**src/rtl/mux_scan_pkg.sv**
```systemverilog
// Shared types and constants for the mux scan controller slice.
// Select constants follow the {s1,s0} encoding of the external 4:1 mux.
package mux_scan_pkg;

  typedef enum logic [0:0] {
    IDLE = 1'b0,
    SCAN = 1'b1
  } state_e;

  localparam int unsigned NUM_CH = 32'd4;

  localparam logic [1:0] CH_A = 2'b00;
  localparam logic [1:0] CH_B = 2'b01;
  localparam logic [1:0] CH_C = 2'b10;
  localparam logic [1:0] CH_D = 2'b11;

  // A settle time of 1 still needs a one-bit counter.
  function automatic int unsigned cnt_width(input int unsigned settle);
    int unsigned w;
    if (settle > 32'd2) begin
      w = $clog2(settle);
    end else begin
      w = 32'd1;
    end
    return w;
  endfunction

endpackage

```
**src/rtl/mux_scan_ctrl_if.sv**
```systemverilog
// Handshake/data bundle between the scan controller and its user.
// The master drives the request side, the slave (controller) drives the results.
interface mux_scan_ctrl_if;

  logic       start;
  logic       cont;
  logic       abort;
  logic       mux_out;
  logic       s0;
  logic       s1;
  logic [3:0] frame;
  logic       frame_valid;
  logic       busy;
  logic [7:0] frame_cnt;

  modport master (
    output start,
    output cont,
    output abort,
    output mux_out,
    input  s0,
    input  s1,
    input  frame,
    input  frame_valid,
    input  busy,
    input  frame_cnt
  );

  modport slave (
    input  start,
    input  cont,
    input  abort,
    input  mux_out,
    output s0,
    output s1,
    output frame,
    output frame_valid,
    output busy,
    output frame_cnt
  );

endinterface

```
**src/rtl/mux_scan_timer.sv**
```systemverilog
// Per-channel settle counter: counts 0..SETTLE-1 while enabled and
// flags the last slot so the controller can sample on that edge.
module mux_scan_timer
  import mux_scan_pkg::*;
#(
  parameter int unsigned SETTLE = 32'd4
) (
  input  logic clk,
  input  logic rst_n,
  input  logic clr,
  input  logic en,
  output logic slot_done
);

  localparam int unsigned     CW   = cnt_width(SETTLE);
  localparam logic [CW-1:0]   LAST = CW'(SETTLE - 32'd1);
  localparam logic [CW-1:0]   ZERO = {CW{1'b0}};
  localparam logic [CW-1:0]   ONE  = CW'(32'd1);

  logic [CW-1:0] r_cnt;

  assign slot_done = en & (r_cnt == LAST);

  // Slot counter; clear has priority so an abort restarts cleanly.
  always_ff @(posedge clk or negedge rst_n) begin
    if (!rst_n) begin
      r_cnt <= ZERO;
    end else if (clr) begin
      r_cnt <= ZERO;
    end else if (en) begin
      if (r_cnt == LAST) begin
        r_cnt <= ZERO;
      end else begin
        r_cnt <= r_cnt + ONE;
      end
    end else begin
      r_cnt <= r_cnt;
    end
  end

endmodule

```
**src/rtl/mux_scan_ctrl.sv**
```systemverilog
// Scan controller: steps the external mux through a..d, samples each
// channel after its settle time and publishes a 4-bit frame.
module mux_scan_ctrl
  import mux_scan_pkg::*;
#(
  parameter int unsigned SETTLE = 32'd4
) (
  input  logic          clk,
  input  logic          rst_n,
  mux_scan_ctrl_if.slave bus
);

  state_e     r_state;
  state_e     w_state_nxt;
  logic [1:0] r_idx;
  logic [3:0] r_cap;
  logic [3:0] r_frame;
  logic       r_frame_valid;
  logic [7:0] r_frame_cnt;

  logic       w_en;
  logic       w_clr;
  logic       w_slot_done;
  logic       w_capture;
  logic       w_frame_end;

  assign w_en = (r_state == SCAN);

  mux_scan_timer #(
    .SETTLE (SETTLE)
  ) u_timer (
    .clk       (clk),
    .rst_n     (rst_n),
    .clr       (w_clr),
    .en        (w_en),
    .slot_done (w_slot_done)
  );

  // State register.
  always_ff @(posedge clk or negedge rst_n) begin
    if (!rst_n) begin
      r_state <= IDLE;
    end else begin
      r_state <= w_state_nxt;
    end
  end

  // Next state and per-cycle control; abort beats start and frame end.
  always_comb begin
    w_state_nxt = r_state;
    w_clr       = 1'b1;
    w_capture   = 1'b0;
    w_frame_end = 1'b0;
    case (r_state)
      IDLE: begin
        if (bus.start && !bus.abort) begin
          w_state_nxt = SCAN;
        end else begin
          w_state_nxt = IDLE;
        end
      end
      SCAN: begin
        if (bus.abort) begin
          w_state_nxt = IDLE;
        end else begin
          w_clr       = 1'b0;
          w_capture   = w_slot_done;
          w_frame_end = w_slot_done && (r_idx == CH_D);
          if (w_frame_end && !bus.cont) begin
            w_state_nxt = IDLE;
          end else begin
            w_state_nxt = SCAN;
          end
        end
      end
      default: begin
        w_state_nxt = IDLE;
      end
    endcase
  end

  // Channel index and partial capture; both discarded outside an active scan.
  always_ff @(posedge clk or negedge rst_n) begin
    if (!rst_n) begin
      r_idx <= CH_A;
      r_cap <= 4'b0000;
    end else if ((r_state != SCAN) || bus.abort) begin
      r_idx <= CH_A;
      r_cap <= 4'b0000;
    end else if (w_capture) begin
      r_idx        <= r_idx + 2'd1;
      r_cap[r_idx] <= bus.mux_out;
    end else begin
      r_idx <= r_idx;
      r_cap <= r_cap;
    end
  end

  // Published frame; the channel d bit comes straight from the mux on the last edge.
  always_ff @(posedge clk or negedge rst_n) begin
    if (!rst_n) begin
      r_frame       <= 4'b0000;
      r_frame_valid <= 1'b0;
      r_frame_cnt   <= 8'd0;
    end else if (w_frame_end) begin
      r_frame       <= {bus.mux_out, r_cap[2:0]};
      r_frame_valid <= 1'b1;
      r_frame_cnt   <= r_frame_cnt + 8'd1;
    end else begin
      r_frame       <= r_frame;
      r_frame_valid <= 1'b0;
      r_frame_cnt   <= r_frame_cnt;
    end
  end

  assign bus.s1          = r_idx[1];
  assign bus.s0          = r_idx[0];
  assign bus.busy        = (r_state == SCAN);
  assign bus.frame       = r_frame;
  assign bus.frame_valid = r_frame_valid;
  assign bus.frame_cnt   = r_frame_cnt;

endmodule

```
**src/flat_wrapper.sv**
```systemverilog
// flat-port wrapper written by rule: the top's interface ports become plain ports
module mux_scan_ctrl_flat import mux_scan_pkg::*;
#(
  parameter int unsigned SETTLE = 32'd4
)
  (clk, rst_n, bus_start, bus_cont, bus_abort, bus_mux_out, bus_s0, bus_s1, bus_frame, bus_frame_valid, bus_busy, bus_frame_cnt);
  mux_scan_ctrl_if bus_i ();
  input  logic clk;
  input  logic rst_n;
  input wire logic [$bits(bus_i.start)-1:0] bus_start;
  input wire logic [$bits(bus_i.cont)-1:0] bus_cont;
  input wire logic [$bits(bus_i.abort)-1:0] bus_abort;
  input wire logic [$bits(bus_i.mux_out)-1:0] bus_mux_out;
  output wire logic [$bits(bus_i.s0)-1:0] bus_s0;
  output wire logic [$bits(bus_i.s1)-1:0] bus_s1;
  output wire logic [$bits(bus_i.frame)-1:0] bus_frame;
  output wire logic [$bits(bus_i.frame_valid)-1:0] bus_frame_valid;
  output wire logic [$bits(bus_i.busy)-1:0] bus_busy;
  output wire logic [$bits(bus_i.frame_cnt)-1:0] bus_frame_cnt;
  assign bus_i.start = bus_start;
  assign bus_i.cont = bus_cont;
  assign bus_i.abort = bus_abort;
  assign bus_i.mux_out = bus_mux_out;
  assign bus_s0 = bus_i.s0;
  assign bus_s1 = bus_i.s1;
  assign bus_frame = bus_i.frame;
  assign bus_frame_valid = bus_i.frame_valid;
  assign bus_busy = bus_i.busy;
  assign bus_frame_cnt = bus_i.frame_cnt;
  mux_scan_ctrl #(.SETTLE(SETTLE)) u_core (.clk(clk), .rst_n(rst_n), .bus(bus_i));
endmodule
```
**config.mk**
```make
export PLATFORM = sky130hd
export DESIGN_NAME = mux_scan_ctrl_flat
export DESIGN_NICKNAME = d
export VERILOG_FILES = /design/src/rtl/mux_scan_pkg.sv /design/src/rtl/mux_scan_ctrl_if.sv /design/src/rtl/mux_scan_timer.sv /design/src/rtl/mux_scan_ctrl.sv /design/src/flat_wrapper.sv
export SDC_FILE = /design/constraint.sdc
export NUM_CORES = 1
export LEC_CHECK = 0
export BUFFER_PORTS_ARGS = -buffer_cell sky130_fd_sc_hd__buf_2
export CAP_MARGIN = 5
export CORE_MARGIN = 3
export CORE_UTILIZATION = 51
export DETAILED_ROUTE_END_ITERATION = 7
export GPL_TIMING_DRIVEN = 0
export PLACE_DENSITY = 0.76
export SLEW_MARGIN = 20
export SYNTH_ARGS = -nofsm -noshare
export SYNTH_HDL_FRONTEND = slang
export SYNTH_HIERARCHICAL = 1
export SYNTH_SLANG_ARGS = --single-unit
export TNS_END_PERCENT = 30
```
**constraint.sdc**
```tcl
create_clock -name clk -period 1.8 [get_ports clk]
set_input_delay 0.27 -clock clk [delete_from_list [all_inputs] [get_ports clk]]
set_output_delay 0.27 -clock clk [all_outputs]
set_load 0.01 [all_outputs]
```
== Word-level counts from Yosys, hierarchy flattened ==
Cells that the tools add are included.

* Bitwise logic cells: 2
* $add $sub $neg: 3
* Reduce and logical (&&, ||, !) cells: 9
* Multiplexer cells: 21
* $lt $le $gt $ge: 2
* Equality and inequality tests: 2

{| class="wikitable"
|+ Operators by type and width
! kind !! count
|-
| $mux W1 || 11
|-
| $mux W2 || 5
|-
| $add A8 B1 Y8 const B || 1
|-
| $mux W4 || 2
|-
| $add A2 B1 Y2 const B || 2
|-
| $bwmux W4 || 1
|-
| $eq A2 B2 Y1 const B || 2
|-
| $logic_and A1 B1 Y1 || 4
|-
| $reduce_bool A2 Y1 || 2
|-
| $lt A2 B3 Y1 const B || 1
|-
| $demux W1 S2 || 1
|-
| $ge A2 B1 Y1 const B || 1
|-
| $logic_not A1 Y1 || 2
|-
| $pmux W1 S2 || 1
|-
| $and A1 B1 Y1 || 1
|-
| $logic_or A1 B1 Y1 || 1
|-
| $not A1 Y1 || 1
|}

* Word-level logic and storage cells: 46
* Register bits: 22
* Input port bits: 6
* Output and inout bits: 16

== Logic depth before layout (Yosys ltp) ==
* Depth after elaboration: 7
* Gate-level depth with buffers: 7
* Depth with buffers taken out: 6

== Cells and area by module ==
The synthesis kept the hierarchy.

{| class="wikitable"
|+ By module, submodules not included
! module !! times used !! seq. area each (um^2) !! cells an instance !! area an instance (um^2)
|-
| mux_scan_ctrl || 1 || 475.5 || 81 || 868.3
|-
| mux_scan_timer || 1 || 50.0 || 9 || 106.4
|}

== Worst setup path after synthesis ==
No wires, ideal clock.

* Path type: reg-to-reg
* Start: reg u_core.r_state, in the netlist u_core/bus.busy
* End: reg u_core.r_frame_cnt[4], in the netlist u_core/bus.frame_cnt[4]
* Period minus slack after synthesis: 1.549 ns
* Setup slack: 0.251 ns
* Stages on the path, launching flop included: 7
* Data required time: 1.675 ns
* Path buffers: 1
* Setup time: 0.125 ns
* Arrival time: 1.423 ns
* Path through: dfrtp_1 -> and2_1 -> buf_6 -> nand4b_4 -> clkinv_1 -> nand4_1 -> xnor2_1

* Longest elaborated chain between the ends: 4

{| class="wikitable"
|+ Ends and longest elaborated chain
! item !! RTL line !! RTL
|-
| start, declared || mux_scan_ctrl.sv:13 || <nowiki>state_e r_state;</nowiki>
|-
| start signal, assigned || mux_scan_ctrl.sv:44 || <nowiki>r_state <= w_state_nxt;</nowiki>
|-
| $and A1 B1 Y1 || mux_scan_timer.sv:22 || <nowiki>assign slot_done = en & (r_cnt == LAST);</nowiki>
|-
| named net u_core.w_slot_done || mux_scan_ctrl.sv:23 || <nowiki>logic w_slot_done;</nowiki>
|-
| $logic_and A1 B1 Y1 || mux_scan_ctrl.sv:68 || <nowiki>w_frame_end = w_slot_done && (r_idx == CH_D);</nowiki>
|-
| $mux W1 || mux_scan_ctrl.sv:63 || <nowiki>if (bus.abort) begin</nowiki>
|-
| $mux W1 || mux_scan_ctrl.sv:54 || <nowiki>case (r_state)</nowiki>
|-
| named net u_core.w_frame_end || mux_scan_ctrl.sv:25 || <nowiki>logic w_frame_end;</nowiki>
|-
| end signal, assigned || mux_scan_ctrl.sv:108 || <nowiki>r_frame_cnt <= r_frame_cnt + 8'd1;</nowiki>
|-
| end signal, assigned || mux_scan_ctrl.sv:112 || <nowiki>r_frame_cnt <= r_frame_cnt;</nowiki>
|-
| end, declared || mux_scan_ctrl.sv:19 || <nowiki>logic [7:0] r_frame_cnt;</nowiki>
|}

The timed path passes the listed nets, and every way through them passes these cells.
A chain may end at the register's enable or synchronous reset.

== Worst setup path after layout ==
* Start: reg u_core.u_timer.r_cnt[0]
* End: reg u_core.r_frame_cnt[7], in the netlist u_core/bus.frame_cnt[7]

* Longest elaborated chain between the ends: 5

{| class="wikitable"
|+ Ends and longest elaborated chain
! item !! RTL line !! RTL
|-
| start, declared || mux_scan_timer.sv:20 || <nowiki>logic [CW-1:0] r_cnt;</nowiki>
|-
| start signal, assigned || mux_scan_timer.sv:34 || <nowiki>r_cnt <= r_cnt + ONE;</nowiki>
|-
| start signal, assigned || mux_scan_timer.sv:37 || <nowiki>r_cnt <= r_cnt;</nowiki>
|-
| $eq A2 B2 Y1 || mux_scan_timer.sv:22 ||
|-
| $and A1 B1 Y1 || mux_scan_timer.sv:22 ||
|-
| named net u_core.w_slot_done || mux_scan_ctrl.sv:23 ||
|-
| $logic_and A1 B1 Y1 || mux_scan_ctrl.sv:68 ||
|-
| $mux W1 || mux_scan_ctrl.sv:63 ||
|-
| $mux W1 || mux_scan_ctrl.sv:54 ||
|}

The timed path passes the listed nets, and every way through them passes these cells.

==> flow_summary.toml <==
[synthesis]
syn_area_um2 = 974.7
synth_nets = 102
ys_seq_area_share_pct = 53.92
syn_avg_cell_area_um2 = 10.83
synth_seq_cells = 21
yosysUniqueCellTypes = 22
yosys_warnings = 6
netlist_instances = 90

[placed_design]
place_ws_ns = 0.08715
placed_area_um2 = 1111
post-dp-hpwl_mm = 1.199
io_buffers = 21
gp_congestion = 0.7396

[clock_tree]
cts_tree = "done"
worstSkewPairLatency_ns = 0.29
cts_buffer_depth = 2
cts_buffers = 3
clock_sinks = 21
clk_pin_slew_ns = 0.11
cts-htree-levels = 1
clockRootBuffer = "clkbuf_4"

[power_and_ir_drop]
seq_power_share_pct = 66.3
switchingPower_mw = 0.1499
pwr-share-comb_pct = 4.0
power_frac_clock_pct = 29.7
irDropWorstVdd_mv = 0.3510
p_sw_share_pct = 20.76
p_int_mw = 0.5719
power.density_nw_per_um2 = 604.1
cellLeakagePower_nw = 0.6497

[finish]
layout.nets = 135
final_common_cell = "nand2_1"
mostFrequentLayoutCells = "25 x nand2_1, 21 x buf_2, 20 x dfrtp_1"
syn2layout_area_growth_pct = 22.59
drive_above_1_share_pct = 29.51
design_area_um2 = 1195
diodes = 0
fillers = 163

[sta]
hold_viol = 0
fin_ws_ns = 0.1533
slew_headroom_pct = 69.54
setup_viol = 0
rsz0062_at_grt = "no"
holdWs_ns = 0.1296
tightest_slew_ns = 0.4570
fmax_ghz = 0.6073
finalMaxSlewViolations = 0
finClkSkew_ns = 0.006623
period_minus_slack_ns = 1.647
fin_crit_sh_pct = 91.48
tns_ns = 0

[route]
wirelength_mm = 1.681
dr.pass1.iters = 4
drtAntennaViolNets = 0
drt-initial-drc-count = 12
wl_per_cell_um = 11.44
drcViolationCount = 0
via_count = 722
vias_per_cell = 4.912

[setup_path]
critPathRequiredTime_ns = 2.02
start_kind = "flip-flop"
cp_max_fo = 11
r2r_cells = 6
end_kind = "flip-flop"
arrival_ns = 1.86
critPathKind = "flip-flop to flip-flop"

[floorplanning]
die_x_um = 49.72
rows = 15
ioPinCount = 22
core_um2 = 1764
die_area_um2 = 2472
initial_utilization_pct = 55.25
die_h_um = 49.72

[job]
maxCapViolations = 0

[global_route]
gr-total-overflow = 0
first_global_vias = 679
grt_pass1_wl_mm = 2.946
grt_max_degree = 22
antenna_found_initial = 0
grt_usage_pct = 15.52

[worst_hold_path]
hp-class = "primary input to flip-flop"
whs_path_depth = 2

[outcome]
status = "complete, no violations"
routing by layer:
layer,share of wire (%),GRT usage [%]
met1,42,19.06
met2,51,25.55
met3,5.4,3.021
met4,0.95,8.295
met5,0,0
timing repair:
item	in CTS	in global routing
hold buffers	1	0
gates resized for setup	0	2
endpoints found under the hold margin	21	0
setup buffers	0	5
setup endpoints to repair	0	4
worst max-delay path, stage by stage, from the launching register on:
cell and delay (ns):
dfrtp_1 0.38, ha_1 0.17, and2_1 0.14, buf_6 0.14
nand4b_4 0.22, nor4_4 0.34, xor2_1 0.17
per-stage QoR:
stage,power (mW),std cells,util [%]
5_1_grt,0.7574,147,67.73
3_3_place_gp,0.5151,136,62.98
3_5_place_dp,0.5162,136,62.98
4_1_cts,0.7315,141,65.04
6_report,0.7218,147,67.73
2_1_floorplan,0.4968,90,-
synthesized netlist by cell type:
master,instances,share of area (%)
a21oi_1,3,1.5
a21oi_2,1,0.90
and2_1,1,0.64
buf_6,1,1.2
clkinv_1,1,0.38
dfrtp_1,21,54
ha_1,6,7.7
inv_1,2,0.77
mux2i_1,2,2.1
nand2_1,25,9.6
nand2b_1,2,1.3
nand3_1,4,2.1
nand4_1,2,1.3
nand4b_1,1,0.90
nand4b_4,1,2.4
nor2_1,4,1.5
nor3_1,2,1.0
nor4_4,1,2.2
o21ai_0,1,0.51
or3b_1,1,0.90
xnor2_1,5,4.5
xor2_1,3,2.7
final timing paths:
kind,start,slack [ns],to
hold reg to reg,u_core/bus.frame_cnt[7],0.47,u_core/bus.frame_cnt[7]
setup reg to reg,u_core/u_timer/r_cnt[0],0.15,u_core/bus.frame_cnt[7]
hold / removal,bus_abort,0.13,u_core/bus.busy
min in group asynchronous,rst_n,0.45,u_core/bus.frame_cnt[0]
setup / recovery,u_core/u_timer/r_cnt[0],0.15,u_core/bus.frame_cnt[7]
max in group asynchronous,rst_n,1.02,u_core/bus.busy
flip-flops by register name, summed over array words and instances, names as in the netlist:
name,count
u_core/bus.frame_valid,1
u_core/bus.frame,4
u_core/bus.frame_cnt,8
u_core/r_idx,2
u_core/bus.busy,1
u_core/u_timer/r_cnt,2
u_core/r_cap,3
power by group through the flow:
stage	Combinational (mW)	Sequential, mW	Clock [mW]
after global routing	0.0338	0.479	0.244
after floorplan	0.00907	0.488	0
after CTS	0.0305	0.478	0.223
after global placement	0.0277	0.487	0
after detailed placement	0.0287	0.487	0
final	0.0292	0.478	0.214
layout make-up:
type | count | area (um^2) | area share [%]
plain buffers | 1 | 11.26 | 0.9424
clock buffers | 4 | 26.28 | 2.199
inverters | 3 | 15.01 | 1.257
multi-input cells | 65 | 426.7 | 35.71
flip-flops and latches | 21 | 526.8 | 44.08
well taps | 25 | 31.28 | 2.618
repair buffers | 27 | 152.6 | 12.77
repair inverters | 1 | 5.005 | 0.4188
logic make-up (layout without fill, tap and decap cells):
family | after synthesis | after routing | synth area share, %
AO/OA/AOI/OAI | 5 | 5 | 2.952
adder cells (fa/ha/maj) | 6 | 6 | 7.702
XOR/XNOR | 8 | 8 | 7.189
flip-flops | 21 | 21 | 53.91
AND/OR/NAND/NOR | 44 | 44 | 23.88
buffers and inverters | 4 | 36 | 2.310
multiplexers | 2 | 2 | 2.054
Note: power is estimated with default switching activity, not from simulation.
